`config.mk`:
```
export PLATFORM = sky130hd
export DESIGN_NAME = spi_rom_reader_flat
export DESIGN_NICKNAME = d
export VERILOG_FILES = /design/src/rtl/spi_rom_reader_if.sv /design/src/rtl/spi_rom_reader.sv /design/src/flat_wrapper.sv
export SDC_FILE = /design/constraint.sdc
export NUM_CORES = 1
export LEC_CHECK = 0
export BUFFER_PORTS_ARGS = -buffer_cell sky130_fd_sc_hd__buf_2
export CAP_MARGIN = 20
export CORE_MARGIN = 1
export CORE_UTILIZATION = 60
export DETAILED_ROUTE_END_ITERATION = 8
export PLACE_DENSITY = 0.85
export SLEW_MARGIN = 10
export SYNTH_ARGS = -nofsm -noshare
export SYNTH_HDL_FRONTEND = slang
export SYNTH_SLANG_ARGS = --single-unit
```
`constraint.sdc`:
```
create_clock -name clk -period 7 [get_ports clk]
set_input_delay 1.05 -clock clk [delete_from_list [all_inputs] [get_ports clk]]
set_output_delay 1.05 -clock clk [all_outputs]
set_load 0.02 [all_outputs]
```
`src/rtl/spi_rom_reader_if.sv`:
```
`default_nettype none
// +----------------------------------------------------------------------------+
// | Module   : spi_rom_reader_if                                               |
// | Purpose  : Bundles the host read port and the SPI master byte port of      |
// |            spi_rom_reader.                                                 |
// | Ports    : host side  - req, addr, len, busy, done, rd_data, rd_valid,     |
// |                         rd_ready                                           |
// |            SPI side   - spi_din, spi_tx_empty, spi_tx_rd, spi_dout,        |
// |                         spi_rx_wr, spi_rx_full                             |
// |            slave modport is the reader's view, master the environment's.   |
// | Revision : 1.0 - initial release                                           |
// +----------------------------------------------------------------------------+
interface spi_rom_reader_if;
   logic        req;
   logic [23:0] addr;
   logic [7:0]  len;
   logic        busy;
   logic        done;
   logic [7:0]  rd_data;
   logic        rd_valid;
   logic        rd_ready;
   logic [8:0]  spi_din;
   logic        spi_tx_empty;
   logic        spi_tx_rd;
   logic [7:0]  spi_dout;
   logic        spi_rx_wr;
   logic        spi_rx_full;

   modport slave (
      input  req, addr, len, rd_ready, spi_tx_rd, spi_dout, spi_rx_wr,
      output busy, done, rd_data, rd_valid, spi_din, spi_tx_empty, spi_rx_full
   );

   modport master (
      output req, addr, len, rd_ready, spi_tx_rd, spi_dout, spi_rx_wr,
      input  busy, done, rd_data, rd_valid, spi_din, spi_tx_empty, spi_rx_full
   );
endinterface
`default_nettype wire

```
`src/rtl/spi_rom_reader.sv`:
```
`default_nettype none
// +----------------------------------------------------------------------------+
// | Module   : spi_rom_reader                                                  |
// | Purpose  : Reads a block of bytes from a SPI flash. Emits the read opcode, |
// |            3 address bytes and N dummy bytes to a byte-oriented SPI master,|
// |            drops the 4 header bytes it receives back and hands the N data  |
// |            bytes to the host through a valid/ready port.                   |
// | Ports    : clk, rst - clock (rising edge), synchronous active-high reset   |
// |            bus      - spi_rom_reader_if.slave (host + SPI master ports)    |
// | Revision : 1.0 - initial release                                           |
// +----------------------------------------------------------------------------+
module spi_rom_reader #(
   parameter logic [7:0] CMD_READ = 8'h03,
   parameter int         HDR_LEN  = 4
) (
   input  wire logic            clk,
   input  wire logic            rst,
   spi_rom_reader_if.slave      bus
);

   typedef enum logic [2:0] {
      IDLE  = 3'd0,
      CMD   = 3'd1,
      A2    = 3'd2,
      A1    = 3'd3,
      A0    = 3'd4,
      DUMMY = 3'd5,
      WAIT  = 3'd6
   } state_t;

   localparam logic [8:0] c_hdr_len = 9'(HDR_LEN);

   state_t      r_state;
   state_t      w_state_nxt;
   logic [23:0] r_addr;
   logic [8:0]  r_nbytes;     // data byte count, 1..256
   logic [8:0]  r_tx_cnt;     // dummies already consumed
   logic [8:0]  r_rx_cnt;     // bytes received in this frame, header included
   logic [7:0]  r_rd_data;
   logic        r_rd_valid;
   logic        r_done;

   logic        w_tx_empty;
   logic        w_tx_fire;
   logic        w_last_dummy;
   logic        w_rx_take;
   logic        w_last_accept;
   logic        w_start;
   logic [8:0]  w_spi_din;

   // Nothing is offered before the opcode or once every dummy has gone out.
   assign w_tx_empty    = (r_state == IDLE) || (r_state == WAIT);
   assign w_tx_fire     = bus.spi_tx_rd & ~w_tx_empty;
   assign w_last_dummy  = (r_tx_cnt == (r_nbytes - 9'd1));
   // One-deep receive buffer: a byte is only taken while rd_data is free, and
   // nothing beyond the expected frame length is ever taken.
   assign w_rx_take     = (r_state != IDLE) & bus.spi_rx_wr & ~r_rd_valid
                          & (r_rx_cnt != (r_nbytes + c_hdr_len));
   assign w_last_accept = r_rd_valid & bus.rd_ready
                          & (r_rx_cnt == (r_nbytes + c_hdr_len));
   // r_done marks the cycle right after the frame ends; a req there is dropped.
   assign w_start       = (r_state == IDLE) & bus.req & ~r_done;

   always_ff @(posedge clk) begin
      if (rst) begin
         r_state <= IDLE;
      end else begin
         r_state <= w_state_nxt;
      end
   end

   always_comb begin
      w_state_nxt = r_state;
      case (r_state)
         IDLE:    if (w_start)   w_state_nxt = CMD;
         CMD:     if (w_tx_fire) w_state_nxt = A2;
         A2:      if (w_tx_fire) w_state_nxt = A1;
         A1:      if (w_tx_fire) w_state_nxt = A0;
         A0:      if (w_tx_fire) w_state_nxt = DUMMY;
         DUMMY:   if (w_tx_fire && w_last_dummy) w_state_nxt = WAIT;
         WAIT:    w_state_nxt = WAIT;
         default: w_state_nxt = IDLE;
      endcase
      // Host taking the final byte ends the frame from wherever we are.
      if (w_last_accept) begin
         w_state_nxt = IDLE;
      end
   end

   // Byte offered to the master; bit 8 flags the end of the frame.
   always_comb begin
      w_spi_din = 9'd0;
      case (r_state)
         CMD:     w_spi_din = {1'b0, CMD_READ};
         A2:      w_spi_din = {1'b0, r_addr[23:16]};
         A1:      w_spi_din = {1'b0, r_addr[15:8]};
         A0:      w_spi_din = {1'b0, r_addr[7:0]};
         DUMMY:   w_spi_din = {w_last_dummy, 8'h00};
         default: w_spi_din = 9'd0;
      endcase
   end

   always_ff @(posedge clk) begin
      if (rst) begin
         r_addr     <= 24'd0;
         r_nbytes   <= 9'd0;
         r_tx_cnt   <= 9'd0;
         r_rx_cnt   <= 9'd0;
         r_rd_data  <= 8'd0;
         r_rd_valid <= 1'b0;
         r_done     <= 1'b0;
      end else begin
         r_done <= w_last_accept;

         if (w_start) begin
            r_addr   <= bus.addr;
            r_nbytes <= (bus.len == 8'd0) ? 9'd256 : {1'b0, bus.len};
            r_tx_cnt <= 9'd0;
            r_rx_cnt <= 9'd0;
         end

         if ((r_state == DUMMY) && w_tx_fire && !w_last_dummy) begin
            r_tx_cnt <= r_tx_cnt + 9'd1;
         end

         // Header echoes are counted but never shown to the host.
         if (w_rx_take) begin
            r_rx_cnt <= r_rx_cnt + 9'd1;
            if (r_rx_cnt >= c_hdr_len) begin
               r_rd_data  <= bus.spi_dout;
               r_rd_valid <= 1'b1;
            end
         end

         if (r_rd_valid && bus.rd_ready) begin
            r_rd_valid <= 1'b0;
         end

         if (w_last_accept) begin
            r_tx_cnt <= 9'd0;
            r_rx_cnt <= 9'd0;
         end
      end
   end

   assign bus.busy         = (r_state != IDLE);
   assign bus.done         = r_done;
   assign bus.rd_data      = r_rd_data;
   assign bus.rd_valid     = r_rd_valid;
   assign bus.spi_din      = w_spi_din;
   assign bus.spi_tx_empty = w_tx_empty;
   assign bus.spi_rx_full  = r_rd_valid;

endmodule
`default_nettype wire
```
`src/flat_wrapper.sv`:
```
// flat-port wrapper written by rule: the top's interface ports become plain ports
module spi_rom_reader_flat 
#(
   parameter logic [7:0] CMD_READ = 8'h03,
   parameter int         HDR_LEN  = 4
)
  (clk, rst, bus_req, bus_addr, bus_len, bus_rd_ready, bus_spi_tx_rd, bus_spi_dout, bus_spi_rx_wr, bus_busy, bus_done, bus_rd_data, bus_rd_valid, bus_spi_din, bus_spi_tx_empty, bus_spi_rx_full);
  spi_rom_reader_if bus_i ();
  input  wire logic clk;
  input  wire logic rst;
  input wire logic [$bits(bus_i.req)-1:0] bus_req;
  input wire logic [$bits(bus_i.addr)-1:0] bus_addr;
  input wire logic [$bits(bus_i.len)-1:0] bus_len;
  input wire logic [$bits(bus_i.rd_ready)-1:0] bus_rd_ready;
  input wire logic [$bits(bus_i.spi_tx_rd)-1:0] bus_spi_tx_rd;
  input wire logic [$bits(bus_i.spi_dout)-1:0] bus_spi_dout;
  input wire logic [$bits(bus_i.spi_rx_wr)-1:0] bus_spi_rx_wr;
  output wire logic [$bits(bus_i.busy)-1:0] bus_busy;
  output wire logic [$bits(bus_i.done)-1:0] bus_done;
  output wire logic [$bits(bus_i.rd_data)-1:0] bus_rd_data;
  output wire logic [$bits(bus_i.rd_valid)-1:0] bus_rd_valid;
  output wire logic [$bits(bus_i.spi_din)-1:0] bus_spi_din;
  output wire logic [$bits(bus_i.spi_tx_empty)-1:0] bus_spi_tx_empty;
  output wire logic [$bits(bus_i.spi_rx_full)-1:0] bus_spi_rx_full;
  assign bus_i.req = bus_req;
  assign bus_i.addr = bus_addr;
  assign bus_i.len = bus_len;
  assign bus_i.rd_ready = bus_rd_ready;
  assign bus_i.spi_tx_rd = bus_spi_tx_rd;
  assign bus_i.spi_dout = bus_spi_dout;
  assign bus_i.spi_rx_wr = bus_spi_rx_wr;
  assign bus_busy = bus_i.busy;
  assign bus_done = bus_i.done;
  assign bus_rd_data = bus_i.rd_data;
  assign bus_rd_valid = bus_i.rd_valid;
  assign bus_spi_din = bus_i.spi_din;
  assign bus_spi_tx_empty = bus_i.spi_tx_empty;
  assign bus_spi_rx_full = bus_i.spi_rx_full;
  spi_rom_reader #(.CMD_READ(CMD_READ), .HDR_LEN(HDR_LEN)) u_core (.clk(clk), .rst(rst), .bus(bus_i));
endmodule
```
==> impl_metrics.json <==
{
  "fin_setup_tns_ns": 0,
  "synth_edf_count": 0,
  "p_clk_share_pct": 26.9,
  "hold_path.class": "reg2reg",
  "ys_seq_area_share_pct": 35.5,
  "slew_viol_final": 0,
  "grt.total_usage_pct": 28.5,
  "fin_crit_ns": 3.81,
  "fp.dieW_um": 79.6,
  "path_class": "reg2out",
  "critPathCaptureType": "output pin",
  "p_leak_nw": 1.64,
  "viasPerCell": 5.87,
  "ys_types": 50,
  "skew_ns": 0.0106,
  "syn-instance-count": 468,
  "r2r_cells": 8,
  "design.core.area_mm2": 0.00564,
  "relSlewSlack_pct": 46.8,
  "internal_power_w": 0.000717,
  "final_hold_viol_count": 0,
  "vias": 3449,
  "wl_per_cell_um": 14.4,
  "synth_top_area_cell": "dfxtp_1",
  "ios": 68,
  "synth_top_area_share_pct": 35.5,
  "wl_um": 8450,
  "status": "finished clean",
  "cp_max_fo": 10,
  "r2r_end": "u_core.r_rx_cnt[8]$_SDFFE_PP0P_",
  "rows": 27,
  "cts_buffers": 9,
  "postSynthAreaPerCell_um2": 7.71,
  "antenna_found_initial": 0,
  "drtIter0Drc": 160,
  "fmaxAchievable_ghz": 0.262,
  "vdd_drop_max_v": 0.000172,
  "overflow": 0,
  "setup_viol": 0,
  "grt_use_met3_pct": 5.37,
  "worstSkewPairLatency_ns": 0.35,
  "firstDrtPassIters": 4,
  "min-delay-start": "u_core.bus.rd_data[3]$_SDFFE_PP0P_",
  "r2r_setup_slack_ns": 3.89,
  "seq_power_share_pct": 39.0,
  "switchingPower_w": 0.000440,
  "die_area_mm2": 0.00633,
  "pwr-share-comb_pct": 34.1,
  "die_y_um": 79.6,
  "r2r-start": "u_core.r_nbytes[2]$_SDFFE_PP0P_",
  "synth_area_mm2": 0.00361,
  "synth_top_flop_cell": "dfxtp_1",
  "synth_common_cells": "nand2_1 (109), dfxtp_1 (64), a21oi_1 (48)",
  "grt_max_degree": 43,
  "drc": 0,
  "period_share_pct": 54.4,
  "cts_sinks": 64,
  "drv_cap": 0,
  "powerDensity_mw_per_mm2": 284,
  "worstMarginPinSlew_ns": 0.798,
  "start_kind": "register",
  "top_usage_layer": "met2",
  "netlist_top_cells_area": "dfxtp_1 (35%), nand2_1 (11%), a21oi_1 (6.7%)",
  "post_cts_resized": 0,
  "grt_pass1_vias": 3205,
  "crit_required_ns": 5.95,
  "finalNetCount": 568,
  "cts_tree": "done",
  "initial_core_util_pct": 64.0,
  "cts_setup_buffers": 0,
  "synth-async-reset-ratio_pct": 0,
  "met1_usage_pct": 34.8,
  "use_met2_pct": 48.5,
  "finalWorstSetupSlack_ns": 3.19,
  "diodes": 0,
  "grt_pass1_wl_um": 14100,
  "cp.arrival_ns": 2.76,
  "rsz0062_at_grt": "no",
  "yosysMostFrequentCell": "nand2_1",
  "ys.warnings.count": 0,
  "synth_nets": 524,
  "root_buffer": "clkbuf_8",
  "cts.clk_slew.worst_paths_ns": 0.07,
  "ant_nets": 0,
  "htree_levels": 3,
  "detailedPlace.worstSlack_ns": 3.56,
  "hpwl_um": 5840,
  "hold_depth": 2,
  "area_growth_pct": 12.9,
  "hold_end": "u_core.bus.rd_data[3]$_SDFFE_PP0P_",
  "ctsLongestPathBuffers": 2,
  "gp_congestion": 0.913,
  "p_sw_share_pct": 38.0,
  "drive_gt1_share_pct": 17.8,
  "ctsHoldBuffers": 0,
  "port_buffers": 67,
  "ys_ff_latch": 64
}
[critical path, stage by stage (launching register included)]
cell and delay, ns:
dfxtp_1 0.53, inv_1 0.08, ha_1 0.24, and4bb_2 0.24, xnor2_1 0.13, nor4_2 0.31
o2111ai_1 0.43, nor2_1 0.25, buf_2 0.20
[logic make-up (layout without fill, tap and decap cells)]
group,Yosys count,after routing,synth area share (%)
multiplexers,10,10,2.77
XOR/XNOR,24,24,6.03
buffers and inverters,52,100,6.14
AND/OR/NAND/NOR,198,198,26.6
adder cells (fa/ha/maj),10,10,3.47
AO/OA/AOI/OAI,110,110,19.5
flip-flops,64,64,35.5
[final cells by class]
type                    count  area (um^2)
multi-input cells         352         2110
well taps                  72         90.1
inverters                  17         63.8
repair buffers             68          343
fillers                   469         1570
flip-flops and latches     64         1280
clock inverters             3         42.5
clock buffers              12          145
[through the flow]
stage | instances | utilization (%) | power [W] | cell area [um^2] | hold WS [ns]
final | 588 | 72.2 | 0.00116 | 4080 | 0.455
after CTS | 588 | 72.2 | 0.00116 | 4080 | 0.456
after global placement | 573 | 68.9 | 0.000835 | 3890 | 0.441
after detailed placement | 573 | 68.9 | 0.000850 | 3890 | 0.444
after floorplan | 468 | - | 0.000758 | 3610 | 0.436
after global routing | 588 | 72.2 | 0.00123 | 4080 | 0.478
[cells in the final DEF, fill, tap and decap left out, types with 5 or more instances in the layout]
master      n
nand2_1   109
buf_2      67
dfxtp_1    64
a21oi_1    48
xnor2_1    18
inv_1      16
nand3_1    15
nor2b_1    14
o211ai_1   13
and3_1     13
o21ai_0    12
nor3_1     11
a211o_1    10
mux2i_1    10
ha_1       10
clkbuf_8   10
a32oi_1     6
nor2_1      6
xor2_1      5
nand4_1     5
[flip-flops by register name, indices dropped and copies added (netlist names)]
name	flops
u_core.r_state	3
u_core.r_nbytes	9
u_core.bus.rd_valid	1
u_core.bus.rd_data	8
u_core.r_addr	24
u_core.r_rx_cnt	9
u_core.bus.done	1
u_core.r_tx_cnt	9
[routing by layer]
metal | share of wire (%) | routed length [um]
met5 | 0 | 0
met4 | 1.5 | 131
met3 | 4.8 | 403
met2 | 48 | 4020
met1 | 46 | 3900
[how the worst max path moves through the flow]
| stage | from | endpoint | slack (ns) | depth (start not counted) |
|---|---|---|---|---|
| 2_1_floorplan | u_core.r_nbytes[2]$_SDFFE_PP0P_ | bus_spi_din[8] | 3.86 | 8 |
| 3_3_place_gp | u_core.r_nbytes[2]$_SDFFE_PP0P_ | bus_spi_din[8] | 3.61 | 8 |
| 3_5_place_dp | u_core.r_nbytes[2]$_SDFFE_PP0P_ | bus_spi_din[8] | 3.56 | 8 |
| 4_1_cts | u_core.r_nbytes[2]$_SDFFE_PP0P_ | bus_spi_din[8] | 3.18 | 8 |
| 5_1_grt | u_core.r_nbytes[2]$_SDFFE_PP0P_ | bus_spi_din[8] | 2.91 | 8 |
| 6_report | u_core.r_nbytes[2]$_SDFFE_PP0P_ | bus_spi_din[8] | 3.19 | 8 |
[power by group through the flow]
| stage | Combinational (W) | Sequential (W) | Clock, W |
|---|---|---|---|
| 5_1_grt | 0.000441 | 0.000457 | 0.000328 |
| 2_1_floorplan | 0.000322 | 0.000437 | 0 |
| 6_report | 0.000395 | 0.000451 | 0.000311 |
| 4_1_cts | 0.000394 | 0.000451 | 0.000314 |
| 3_3_place_gp | 0.000380 | 0.000455 | 0 |
| 3_5_place_dp | 0.000392 | 0.000459 | 0 |
(Power assumes the default switching activity.)
